$ cat src/rtl/instr_seq_pkg.sv
// Shared definitions for the instruction sequencer: instruction classes,
// FSM states and the bit positions of every instruction field.
package instr_seq_pkg;

   typedef enum logic [1:0] {
      CLS_LOAD = 2'b00,
      CLS_ALU  = 2'b01,
      CLS_NOP  = 2'b10,
      CLS_HALT = 2'b11
   } instr_cls_e;

   typedef enum logic [1:0] {
      ST_IDLE  = 2'b00,
      ST_LDIMM = 2'b01,
      ST_HALT  = 2'b10
   } state_e;

   localparam int INSTR_W   = 16;

   localparam int CLS_HI    = 15;
   localparam int CLS_LO    = 14;

   // ALU word layout; bits [2:0] carry no meaning.
   localparam int ALU_OP_HI = 13;
   localparam int ALU_OP_LO = 12;
   localparam int ALU_RA_HI = 11;
   localparam int ALU_RA_LO = 9;
   localparam int ALU_RB_HI = 8;
   localparam int ALU_RB_LO = 6;
   localparam int ALU_WA_HI = 5;
   localparam int ALU_WA_LO = 3;

   // LOAD word layout; the word after a LOAD is the immediate itself.
   localparam int LD_WA_HI  = 13;
   localparam int LD_WA_LO  = 11;

   function automatic instr_cls_e get_cls(input logic [INSTR_W-1:0] word);
      return instr_cls_e'(word[CLS_HI:CLS_LO]);
   endfunction

endpackage

$ cat src/rtl/instr_seq_if.sv
// Upstream instruction stream: valid/ready handshake carrying one 16-bit word.
interface instr_seq_if;
   import instr_seq_pkg::*;

   logic               instr_valid;
   logic [INSTR_W-1:0] instr;
   logic               instr_ready;

   modport master (output instr_valid, output instr, input instr_ready);
   modport slave  (input instr_valid, input instr, output instr_ready);

endinterface

$ cat src/rtl/instr_seq.sv
// Instruction sequencer: decodes a word stream into register-file/ALU write
// strobes, handles two-word LOAD immediates, HALT/go and issue status.
module instr_seq
   import instr_seq_pkg::*;
#(
   parameter int CNT_W = 16
) (
   input  logic               clk,
   input  logic               reset,
   instr_seq_if.slave         ibus,
   input  logic               go,
   input  logic               alu_cout,
   output logic [1:0]         op,
   output logic [2:0]         rd_addr_a,
   output logic [2:0]         rd_addr_b,
   output logic [2:0]         wr_addr,
   output logic               wr,
   output logic               sel,
   output logic [INSTR_W-1:0] d_out,
   output logic               carry,
   output logic               halted,
   output logic [CNT_W-1:0]   issue_cnt
);

   state_e     state_q, state_d;
   logic       rdy_en_q;
   logic [2:0] ld_addr_q, ld_addr_d;
   logic       accept;
   logic       iss_alu;
   logic       iss_imm;

   // ready stays low until the first edge after reset release
   assign ibus.instr_ready = rdy_en_q && (state_q != ST_HALT);
   assign accept           = ibus.instr_valid && ibus.instr_ready;
   assign halted           = (state_q == ST_HALT);

   // NOTE: every signal assigned here gets a default first, so no path can
   // leave one unassigned and infer a latch.
   always_comb begin
      state_d   = state_q;
      ld_addr_d = ld_addr_q;
      iss_alu   = 1'b0;
      iss_imm   = 1'b0;
      unique case (state_q)
         ST_IDLE: begin
            if (accept) begin
               unique case (get_cls(ibus.instr))
                  CLS_LOAD: begin
                     ld_addr_d = ibus.instr[LD_WA_HI:LD_WA_LO];
                     state_d   = ST_LDIMM;
                  end
                  CLS_ALU:  iss_alu = 1'b1;
                  CLS_HALT: state_d = ST_HALT;
                  default:  ;
               endcase
            end
         end
         ST_LDIMM: begin
            // no decode here: every accepted word is immediate data
            if (accept) begin
               iss_imm = 1'b1;
               state_d = ST_IDLE;
            end
         end
         ST_HALT: begin
            if (go) state_d = ST_IDLE;
         end
         default: state_d = ST_IDLE;
      endcase
   end

   // NOTE: sequential state uses non-blocking assignments so every register
   // samples pre-edge values regardless of process ordering.
   always_ff @(posedge clk or negedge reset) begin
      if (!reset) begin
         state_q   <= ST_IDLE;
         rdy_en_q  <= 1'b0;
         ld_addr_q <= '0;
      end else begin
         state_q   <= state_d;
         rdy_en_q  <= 1'b1;
         ld_addr_q <= ld_addr_d;
      end
   end

   // Datapath strobes: wr is a one-cycle pulse, the rest hold between issues.
   always_ff @(posedge clk or negedge reset) begin
      if (!reset) begin
         wr        <= 1'b0;
         sel       <= 1'b0;
         op        <= '0;
         rd_addr_a <= '0;
         rd_addr_b <= '0;
         wr_addr   <= '0;
         d_out     <= '0;
      end else begin
         wr <= iss_alu || iss_imm;
         if (iss_alu) begin
            sel       <= 1'b1;
            op        <= ibus.instr[ALU_OP_HI:ALU_OP_LO];
            rd_addr_a <= ibus.instr[ALU_RA_HI:ALU_RA_LO];
            rd_addr_b <= ibus.instr[ALU_RB_HI:ALU_RB_LO];
            wr_addr   <= ibus.instr[ALU_WA_HI:ALU_WA_LO];
         end else if (iss_imm) begin
            sel     <= 1'b0;
            wr_addr <= ld_addr_q;
            d_out   <= ibus.instr;
         end
      end
   end

   // carry follows the ALU during its write cycle; counter counts every write
   always_ff @(posedge clk or negedge reset) begin
      if (!reset) begin
         carry     <= 1'b0;
         issue_cnt <= '0;
      end else if (wr) begin
         issue_cnt <= issue_cnt + CNT_W'(1);
         if (sel) carry <= alu_cout;
      end
   end

endmodule

$ cat src/flat_wrapper.sv
// flat-port wrapper written by rule: the top's interface ports become plain ports
module instr_seq_flat import instr_seq_pkg::*;
#(
   parameter int CNT_W = 16
)
  (clk, reset, go, alu_cout, op, rd_addr_a, rd_addr_b, wr_addr, wr, sel, d_out, carry, halted, issue_cnt, ibus_instr_valid, ibus_instr, ibus_instr_ready);
  instr_seq_if ibus_i ();
  input  logic clk;
  input  logic reset;
  input  logic go;
  input  logic alu_cout;
  output logic [1:0] op;
  output logic [2:0] rd_addr_a;
  output logic [2:0] rd_addr_b;
  output logic [2:0] wr_addr;
  output logic wr;
  output logic sel;
  output logic [INSTR_W-1:0] d_out;
  output logic carry;
  output logic halted;
  output logic [CNT_W-1:0] issue_cnt;
  input wire logic [$bits(ibus_i.instr_valid)-1:0] ibus_instr_valid;
  input wire logic [$bits(ibus_i.instr)-1:0] ibus_instr;
  output wire logic [$bits(ibus_i.instr_ready)-1:0] ibus_instr_ready;
  assign ibus_i.instr_valid = ibus_instr_valid;
  assign ibus_i.instr = ibus_instr;
  assign ibus_instr_ready = ibus_i.instr_ready;
  instr_seq #(.CNT_W(CNT_W)) u_core (.clk(clk), .reset(reset), .ibus(ibus_i), .go(go), .alu_cout(alu_cout), .op(op), .rd_addr_a(rd_addr_a), .rd_addr_b(rd_addr_b), .wr_addr(wr_addr), .wr(wr), .sel(sel), .d_out(d_out), .carry(carry), .halted(halted), .issue_cnt(issue_cnt));
endmodule
$ cat config.mk
export PLATFORM = sky130hd
export DESIGN_NAME = instr_seq_flat
export DESIGN_NICKNAME = d
export VERILOG_FILES = /design/src/rtl/instr_seq_pkg.sv /design/src/rtl/instr_seq_if.sv /design/src/rtl/instr_seq.sv /design/src/flat_wrapper.sv
export SDC_FILE = /design/constraint.sdc
export NUM_CORES = 1
export LEC_CHECK = 0
export BUFFER_PORTS_ARGS = -buffer_cell sky130_fd_sc_hd__buf_2
export CAP_MARGIN = 20
export CORE_MARGIN = 5
export CORE_UTILIZATION = 30
export CTS_CLUSTER_DIAMETER = 40
export DETAILED_ROUTE_END_ITERATION = 12
export PLACE_DENSITY = 0.59
export SYNTH_ARGS = -nofsm -noshare
export SYNTH_HDL_FRONTEND = slang
export SYNTH_SLANG_ARGS = --single-unit
$ cat constraint.sdc
create_clock -name clk -period 3.94 [get_ports clk]
set_input_delay 0.197 -clock clk [delete_from_list [all_inputs] [get_ports clk]]
set_output_delay 0.197 -clock clk [all_outputs]
set_load 0.01 [all_outputs]
==> impl_metrics.ini, run 1 <==
[run_status]
result_of_the_run = completed

[power_and_ir_drop]
seqPwrFrac = 0.514
combinationalPowerShare = 0.285
p_int_mw = 1.06
max-vdd-ir-drop_uv = 195
static-leakage-power_nw = 1.40
power.density_cell_area_nw_per_um2 = 563
clock_power_share = 0.201
totalPowerFinal_mw = 1.54
power.share.switching = 0.310
switching_power_uw = 477

[grt]
grt_first_pass_wirelength_mm = 7.20
initial_antenna_violation_count = 0
first_global_vias = 1458
grt_overflow_total = 0
grt_max_degree = 53
grtUsageTotal = 0.103

[sta]
timing.final.crit_period_ps = 1690
final_total_negative_setup_slack_ps = 0
max_clock_freq_ghz = 0.592
fin_skew_ps = 4.33
final.hold.worst_slack_ps = 9.51
report.final.slew_viol_count = 0
final.setup.worst_slack_ps = 2250
post-route-period-util = 0.429
rsz0062_at_grt = no
timing.max_slew.rel_slack = 0.568
finalSetupViolations = 0
tightestPinTransition_ps = 648
endpoints_failing_hold = 0

[cells_and_area]
drive_above_1_share = 0.448
final_area_um2 = 2730
antenna-diode-count = 0
layout.cells.most_common = buf_2
finalNetCount = 263
final_cell_mix = buf_2 (68), dfrtp_1 (52), mux2_2 (21)
area_growth_from_synthesis_to_final_layout_pct = 23.2

[logic_synthesis]
syn_area_per_cell_um2 = 13.2
post_synth_num_cell_types = 31
ys.warnings.count = 0
synth_fp_nets = 193
synthCells = 168
synth.area.top_cells = dfrtp_1 (59%), mux2_2 (11%), xor2_1 (4.7%)
synth.yosys.seq_area_share = 0.587
yosysTopAreaCell = dfrtp_1
yosysTopAreaCellShare = 0.587
synth.ff_latch_count = 52
netlist_area_um2 = 2220

[clock_tree]
cts_hold_repair.buffers = 0
gates_resized_cts_repair = 0
cts_post_setup_buffers_inserted = 0
cts.sinks = 52
worst_skew_pair_later_pin_latency_ps = 290
clk_root_buffer_cell = clkbuf_8
cts_tree = built
ctsHtreeMaxLevel = 2
cts_buffers = 5
clkTransAtPathRegs_ps = 90
cts-root-to-sink-buffers = 2

[detailed_routing]
avgRoutedWirePerCell_um = 13.6
remaining_design_rule_violation_count = 0
dr_pass1_iterations = 4
dr.first_iter.drc_count = 19
detailroute.via_count = 1510
final_antenna_violating_net_count = 0
via_per_inst = 4.47
detail_route.wirelength_mm = 4.60

[place]
detailedPlacementHpwl_mm = 3.38
dpl_worst_slack_ps = 2260
placement.io_buffers = 68
placement.cell_area_um2 = 2640
place_congestion = 0.724

[worst_setup_path]
cp_slowest_cell = dfrtp_1
worst_ep_required_time_ps = 4130
critical_path_peak_fanout = 12
worstPathCellList = and3b_1, and3_4, mux2_2
critical_path.top_delay_family = simple AND/OR/NAND/NOR gates
worst_setup_path_end_kind = flip-flop
worst_path_largest_cell_delay_ps = 420
startpoint_to_endpoint_class_of_the_critical_path = flip-flop to flip-flop
path_buf_inv = 0
critical_path_arrival_ps = 1880
timing.critical_path.from_type = flip-flop
setup.reg_to_reg.worst_slack_ps = 2250

[floorplan]
floorplan.core_area_um2 = 7210
chipWidth_um = 96.0
die-area_um2 = 9210
ioPinCount = 69
initial_utilization = 0.307
die-height_um = 96.0
rows = 31

[min_path]
hold_path.class = input port to asynchronous set/reset pin

[job]
drv.max_cap_violation_count = 0
## cell type report
| class | count | area [µm²] |
|---|---|---|
| Clock buffer | 6 | 82.6 |
| Clock inverter | 2 | 10.0 |
| Fill cell | 731 | 4480 |
| Inverter | 6 | 22.5 |
| Multi-Input combinational cell | 104 | 845 |
| Sequential cell | 52 | 1300 |
| Tap cell | 99 | 124 |
| Timing Repair Buffer | 69 | 348 |
## synthesized netlist by cell type, drive strengths merged
library cell	instances
inv	6
mux2	27
nor3	3
xnor2	3
and3	1
buf	5
ha	4
or4	1
a21o	1
or4b	1
a221o	3
nand3	1
dfrtp	52
nand2	15
and3b	1
xor2	12
conb	1
nor2	6
nor4	4
o21ai	4
nand3b	1
clkbuf	1
a21oi	2
nor2b	2
nand4	7
or2b	1
mux2i	3
## per-layer routing
layer,GRT usage,up-vias,share of wire
met5,0,-,0
met4,0.0320,0,0.0078
met1,0.131,745,0.44
li1,-,721,-
met2,0.167,42,0.49
met3,0.0321,2,0.063
## logic make-up after synthesis
| family | share of synthesized area |
|---|---|
| buffers and inverters | 0.0327 |
| AND/OR/NAND/NOR | 0.106 |
| AO/OA/AOI/OAI | 0.0305 |
| adder cells (fa/ha/maj) | 0.0226 |
| other | 0.00169 |
| multiplexers | 0.161 |
| XOR/XNOR | 0.0592 |
| flip-flops | 0.587 |
## sequential cells by signal (all words and copies together), names as in the netlist, 2 cells and up
signal	flops
u_core.issue_cnt	16
u_core.rd_addr_a	3
u_core.ld_addr_q	3
u_core.op	2
u_core.state_q	2
u_core.wr_addr	3
u_core.rd_addr_b	3
u_core.d_out	16
## per-stage QoR
step / util / std cells
floorplan: - / 168
global placement: 0.366 / 330
detailed placement: 0.366 / 330
CTS: 0.379 / 338
global route: 0.379 / 338
finish: 0.379 / 338
## final timing paths
path                            depth (start not counted)                 start                    to
worst max-delay path                                    3     u_core.state_q[1]   u_core.rd_addr_a[2]
worst min-delay path                                    2                 reset   u_core.issue_cnt[2]
worst max register to register                          3     u_core.state_q[1]   u_core.rd_addr_a[2]
worst min register to register                          1  u_core.issue_cnt[15]  u_core.issue_cnt[15]
max in group asynchronous                               2                 reset       u_core.d_out[7]
min in group clk                                        2         ibus_instr[1]       u_core.d_out[1]
## power by group through the flow
stage	Combinational, mW	Sequential, mW	Clock, mW
6_report	0.438	0.790	0.309
2_1_floorplan	0.186	0.853	0
3_5_place_dp	0.449	0.804	0
4_1_cts	0.450	0.794	0.327
5_1_grt	0.487	0.814	0.349
3_3_place_gp	0.443	0.798	0
Power figures use the tool's default switching activity.
==> run 2: changes to the inputs <==
--- a/config.mk
+++ b/config.mk
@@ -11,7 +11,7 @@
 export CORE_UTILIZATION = 30
 export CTS_CLUSTER_DIAMETER = 40
 export DETAILED_ROUTE_END_ITERATION = 12
-export PLACE_DENSITY = 0.59
+export PLACE_DENSITY = 0.6
 export SYNTH_ARGS = -nofsm -noshare
 export SYNTH_HDL_FRONTEND = slang
 export SYNTH_SLANG_ARGS = --single-unit
==> constraint.sdc (replaced) <==
create_clock -name clk -period 1.4 [get_ports clk]
set_input_delay 0.07 -clock clk [delete_from_list [all_inputs] [get_ports clk]]
set_output_delay 0.07 -clock clk [all_outputs]
set_load 0.01 [all_outputs]
==> run 2 against run 1 <==
  * Sequential share of layout area decreased by 5.8 points
  * Power rose to 3.0 times the previous value
  * Fmax rose by 21%
  * Die area stayed put
  * Critical path depth grew 2
  * Sequential power rose to 2.7 times the previous value
  * Clock power grew to 2.8 times the previous value
  * Global-route usage is 1.0 points higher
  * Via count up 10%
==> impl_metrics.ini, run 2 (same netlist as run 1, synthesis figures left out) <==
[detailed_routing]
remaining_design_rule_violation_count = 0
detailroute.via_count = 1664
dr.first_iter.drc_count = 33
dr_pass1_iterations = 4
final_antenna_violating_net_count = 0
avgRoutedWirePerCell_um = 14.2
detail_route.wirelength_mm = 5.25
via_per_inst = 4.51

[worst_setup_path]
critical_path_arrival_ps = 1590
worst_ep_required_time_ps = 1590
worst_path_largest_cell_delay_ps = 380
cp_num_cells = 5
startpoint_of_the_most_critical_setup_path = u_core.rdy_en_q
setup.reg_to_reg.worst_slack_ps = 3
reg2reg_from = u_core.rdy_en_q
worst_setup_path_endpoint = u_core.d_out[12]
r2r_end = u_core.d_out[12]
cp_slowest_cell = dfrtp_1
timing.critical_path.from_type = flip-flop
critical_path.top_delay_family = flip-flops
worstPathCellList = and3b_2, buf_6, nand2_8, clkbuf_16, mux2_2
rr_worst_depth = 5
path_buf_inv = 2
critical_path_peak_fanout = 5
worst_setup_path_end_kind = flip-flop
startpoint_to_endpoint_class_of_the_critical_path = flip-flop to flip-flop

[clock_tree]
cts-root-to-sink-buffers = 2
ctsHtreeMaxLevel = 2
cts_buffers = 5
cts.sinks = 52
clkTransAtPathRegs_ps = 90
worst_skew_pair_later_pin_latency_ps = 300
clk_root_buffer_cell = clkbuf_8
cts_tree = built

[floorplan]
ioPinCount = 69
rows = 31
initial_utilization = 0.307
die-height_um = 96.0
die-area_um2 = 9210
floorplan.core_area_um2 = 7210
chipWidth_um = 96.0

[cells_and_area]
drive_above_1_share = 0.511
layout.cells.most_common = buf_2
finalNetCount = 295
antenna-diode-count = 0
final_cell_mix = buf_2 (68), dfrtp_1 (52), mux2_2 (19)
largestRegisters = u_core.d_out: 16 flops, u_core.issue_cnt: 16 flops
area_growth_from_synthesis_to_final_layout_pct = 40.4

[place]
placement.io_buffers = 68
place_congestion = 0.724
detailedPlacementHpwl_mm = 3.59

[power_and_ir_drop]
max-vdd-ir-drop_uv = 524
power.density_cell_area_nw_per_um2 = 1470
static-leakage-power_nw = 1.58

[job]
drv.max_cap_violation_count = 0

[grt]
grt_first_pass_wirelength_mm = 8.07
initial_antenna_violation_count = 0
grt_overflow_total = 0
grt_max_degree = 53
first_global_vias = 1743
grtUsageTotal = 0.113

[sta]
fin_skew_ps = 6.65
endpoints_failing_hold = 0
post-route-period-util = 0.998
timing.final.crit_period_ps = 1400
max_clock_freq_ghz = 0.716
report.final.slew_viol_count = 0
final.hold.worst_slack_ps = 11.4
final_total_negative_setup_slack_ps = 0
rsz0062_at_grt = yes
finalSetupViolations = 0

[min_path]
min_delay_path_depth = 2
hold_path.class = input port to flip-flop

[run_status]
result_of_the_run = completed
-- run 2: cell count changes in the layout (fill, tap and decap cells not counted), sizes merged --
cell,previous run,this run
buf,69,90
dlygate4sd3,0,9
and3,1,2
clkbuf,6,7
clkinv,2,1
-- run 2: cell type report --
type                    instances  area, µm²
flip-flops and latches         52       1300
clock inverters                 1       8.76
well taps                      99        124
repair buffers                100        657
clock buffers                   6       82.6
multi-input cells             105        918
inverters                       6       22.5
fillers                       716       4100
-- run 2: how the worst min path moves through the flow --
stage / start / end / slack (ps)
6_report: ibus_instr[10] / u_core.rd_addr_a[1] / 10
3_5_place_dp: reset / u_core.issue_cnt[2] / 90
4_1_cts: ibus_instr[10] / u_core.rd_addr_a[1] / 3
2_1_floorplan: reset / u_core.carry / -230
3_3_place_gp: reset / u_core.issue_cnt[4] / 80
5_1_grt: ibus_instr[10] / u_core.rd_addr_a[1] / 0.7
-- run 2: through the flow --
step / power, mW / utilization / std cells / area, µm² / setup slack (ps)
floorplan: 2.93 / - / 168 / 2220 / -69.3
global placement: 3.65 / 0.388 / 348 / 2800 / 17.1
detailed placement: 3.69 / 0.388 / 348 / 2800 / 6.12
CTS: 4.61 / 0.413 / 364 / 2980 / 1.43
global route: 4.90 / 0.432 / 369 / 3110 / -41.8
finish: 4.58 / 0.432 / 369 / 3110 / 3.03
-- run 2: layer usage --
metal,track usage,up-vias,share of wire
met5,0,-,0
met4,0.0355,0,0.010
met3,0.0430,6,0.072
met2,0.186,52,0.49
met1,0.135,823,0.42
li1,-,783,-
-- run 2: timing repair --
item                                   4_1_cts  5_1_grt
pin swaps                                    1        4
resized for setup                            1       17
setup buffers                                1        2
setup endpoints to repair                    3       32
hold buffers                                 8        1
endpoints found under the hold margin       59        1
cloned                                       0        2
-- run 2: worst register-to-register path: cells and delay by family (launching register included) --
kind	cells	cell delay [ps]
mux	1	320
flops	1	380
simple gates	2	310
buf+inv	2	290
-- run 2: where the power goes --
part / internal, mW / switching (mW) / total (mW)
registers: 1.93 / 0.236 / 2.17
clock network: 0.395 / 0.483 / 0.878
logic: 0.833 / 0.706 / 1.54
==> run 3: changes to the inputs <==
--- a/config.mk
+++ b/config.mk
@@ -5,13 +5,14 @@
 export SDC_FILE = /design/constraint.sdc
 export NUM_CORES = 1
 export LEC_CHECK = 0
-export BUFFER_PORTS_ARGS = -buffer_cell sky130_fd_sc_hd__buf_2
 export CAP_MARGIN = 20
+export CORE_ASPECT_RATIO = 0.8
 export CORE_MARGIN = 5
 export CORE_UTILIZATION = 30
 export CTS_CLUSTER_DIAMETER = 40
 export DETAILED_ROUTE_END_ITERATION = 12
-export PLACE_DENSITY = 0.6
+export DONT_BUFFER_PORTS = 1
+export PLACE_DENSITY = 0.52
 export SYNTH_ARGS = -nofsm -noshare
 export SYNTH_HDL_FRONTEND = slang
 export SYNTH_SLANG_ARGS = --single-unit
==> run 3 against run 2 <==
  * Combinational power fell by 34%
  * Non-clock buffer count fell by 47
  * The flow now finishes with violations (setup timing)
  * Final cell count fell by 15%
  * Largest cell class unchanged
  * Highest routed layer unchanged
==> impl_metrics.ini, run 3 (same netlist as run 1, synthesis figures left out) <==
[run_status]
result_of_the_run = complete, but fails checks
failed_checks = setup timing

[grt]
grt_overflow_total = 0
initial_antenna_violation_count = 0
grt_max_degree = 53
grtUsageTotal = 0.116
first_global_vias = 1566
grt_first_pass_wirelength_mm = 8.43

[detailed_routing]
routed-wl-met3_um = 267
dr.first_iter.drc_count = 37
via_per_inst = 4.62
top_layer_used = met4
detailroute.via_count = 1452
remaining_design_rule_violation_count = 0
met2_wirelength_mm = 2.54
detail_route.wirelength_mm = 5.33
final_antenna_violating_net_count = 0
met1Wirelength_mm = 2.48
avgRoutedWirePerCell_um = 17.0
dr_pass1_iterations = 4

[sta]
report.final.slew_viol_count = 0
post-route-period-util = 1.01
timing.final.crit_period_ps = 1420
finalSetupViolations = 14
max_clock_freq_ghz = 0.706
endpoints_failing_hold = 0
rsz0062_at_grt = yes
fin_skew_ps = 5.69
final_total_negative_setup_slack_ps = -130
final.hold.worst_slack_ps = 119
final.setup.worst_slack_ps = -16.3

[clock_tree]
cts_tree = built
cts_buffers = 5
clkTransAtPathRegs_ps = 90
clk_root_buffer_cell = clkbuf_8
cts-root-to-sink-buffers = 2
worst_skew_pair_later_pin_latency_ps = 300
cts.sinks = 52
ctsHtreeMaxLevel = 2

[worst_setup_path]
cp_slowest_cell = dfrtp_1
startpoint_to_endpoint_class_of_the_critical_path = flip-flop to flip-flop
timing.critical_path.from_type = flip-flop
worst_ep_required_time_ps = 1590
setup.reg_to_reg.worst_slack_ps = -20
critical_path_arrival_ps = 1610
critical_path_peak_fanout = 5
worstPathCellList = and3b_2, buf_6, nand2_8, clkbuf_16, mux2_4
rr_worst_depth = 5
r2r_end = u_core.d_out[2]
worst_path_largest_cell_delay_ps = 380
worst_setup_path_end_kind = flip-flop
reg2reg_from = u_core.state_q[1]

[floorplan]
initial_utilization = 0.304
rows = 28
die-height_um = 86.9
ioPinCount = 69
floorplan.core_area_um2 = 7290
chipWidth_um = 106
die-area_um2 = 9230

[cells_and_area]
finalNetCount = 248
final_cell_mix = dfrtp_1 (51), buf_4 (26), dlygate4sd3_1 (20)
utilization = 0.412
drive_above_1_share = 0.362
area_growth_from_synthesis_to_final_layout_pct = 35.3
layout.cells.most_common = dfrtp_1
largestRegisters = u_core.d_out: 16 flops, u_core.issue_cnt: 16 flops
antenna-diode-count = 0

[place]
dpl_worst_slack_ps = -31.8
place_congestion = 0.766
detailedPlacementHpwl_mm = 3.55
placement.io_buffers = 0

[power_and_ir_drop]
static-leakage-power_nw = 1.45
power.density_cell_area_nw_per_um2 = 1440
max-vdd-ir-drop_uv = 543

[min_path]
hold_path.class = input port to flip-flop
hold_path_end = u_core.state_q[0]
min_delay_path_depth = 3
hp-start = ibus_instr[15]

[job]
drv.max_cap_violation_count = 0
[run 3: changes by cell type in the layout (fill, tap and decap cells not counted), moves of 2 or more]
cell | before | now
buf_2 | 68 | 0
buf_4 | 17 | 26
clkinv_2 | 0 | 2
dlygate4sd3_1 | 9 | 20
mux2_2 | 19 | 10
mux2_4 | 8 | 17
o21ai_0 | 4 | 2
o21ai_1 | 0 | 2
[run 3: area by class of cell]
| class | count | area (µm²) |
|---|---|---|
| tap | 90 | 113 |
| fill | 698 | 4290 |
| clock buffer | 6 | 82.6 |
| inverter | 6 | 22.5 |
| multi-input combinational | 105 | 957 |
| clock inverter | 2 | 10.0 |
| sequential | 52 | 1300 |
| timing repair buffer | 53 | 513 |
[run 3: report_power, final]
| group | total (mW) | internal (mW) | switching (mW) | leakage [nW] |
|---|---|---|---|---|
| Sequential | 2.43 | 1.93 | 0.498 | 0.648 |
| Clock | 0.887 | 0.396 | 0.491 | 0.0510 |
| Combinational | 1.02 | 0.639 | 0.378 | 0.748 |
| Total | 4.33 | 2.97 | 1.37 | 1.45 |
[run 3: how the worst max path moves through the flow]
stage | from | to | slack, ps | cells after the start
3_3_place_gp | u_core.rdy_en_q | u_core.d_out[7] | 4 | 5
2_1_floorplan | u_core.state_q[1] | u_core.op[0] | -70 | 5
4_1_cts | u_core.state_q[1] | u_core.rd_addr_a[2] | -40 | 3
6_report | u_core.state_q[1] | u_core.d_out[2] | -20 | 5
3_5_place_dp | u_core.state_q[1] | u_core.rd_addr_a[2] | -30 | 3
5_1_grt | u_core.rdy_en_q | u_core.d_out[9] | -70 | 5
[run 3: worst max-delay path, delay by kind of cell (launching register included)]
kind / cells / cell delay (ps)
buffers and inverters: 2 / 290
flip-flops: 1 / 380
multiplexers: 1 / 290
AND/OR/NAND/NOR: 2 / 360
[run 3: routing by layer]
metal / vias up / track usage
met3: 2 / 0.0326
met1: 722 / 0.156
met4: 0 / 0.0353
met5: - / 0
met2: 35 / 0.182
li1: 693 / -
[run 3: metrics by stage]
step	cells	total power, mW	instance area, µm²
after floorplan	168	2.93	2220
after global placement	279	3.25	2500
after detailed placement	279	3.28	2500
after CTS	308	4.28	2820
after global routing	314	4.62	3000
final	314	4.33	3000
[run 3: what timing repair did]
action / in CTS / in global routing
setup buffers: 0 / 4
resized for setup: 0 / 31
cloned: 0 / 2
hold buffers: 21 / 0
setup endpoints to repair: 19 / 34
endpoints found under the hold margin: 86 / 0
pin swaps: 1 / 6
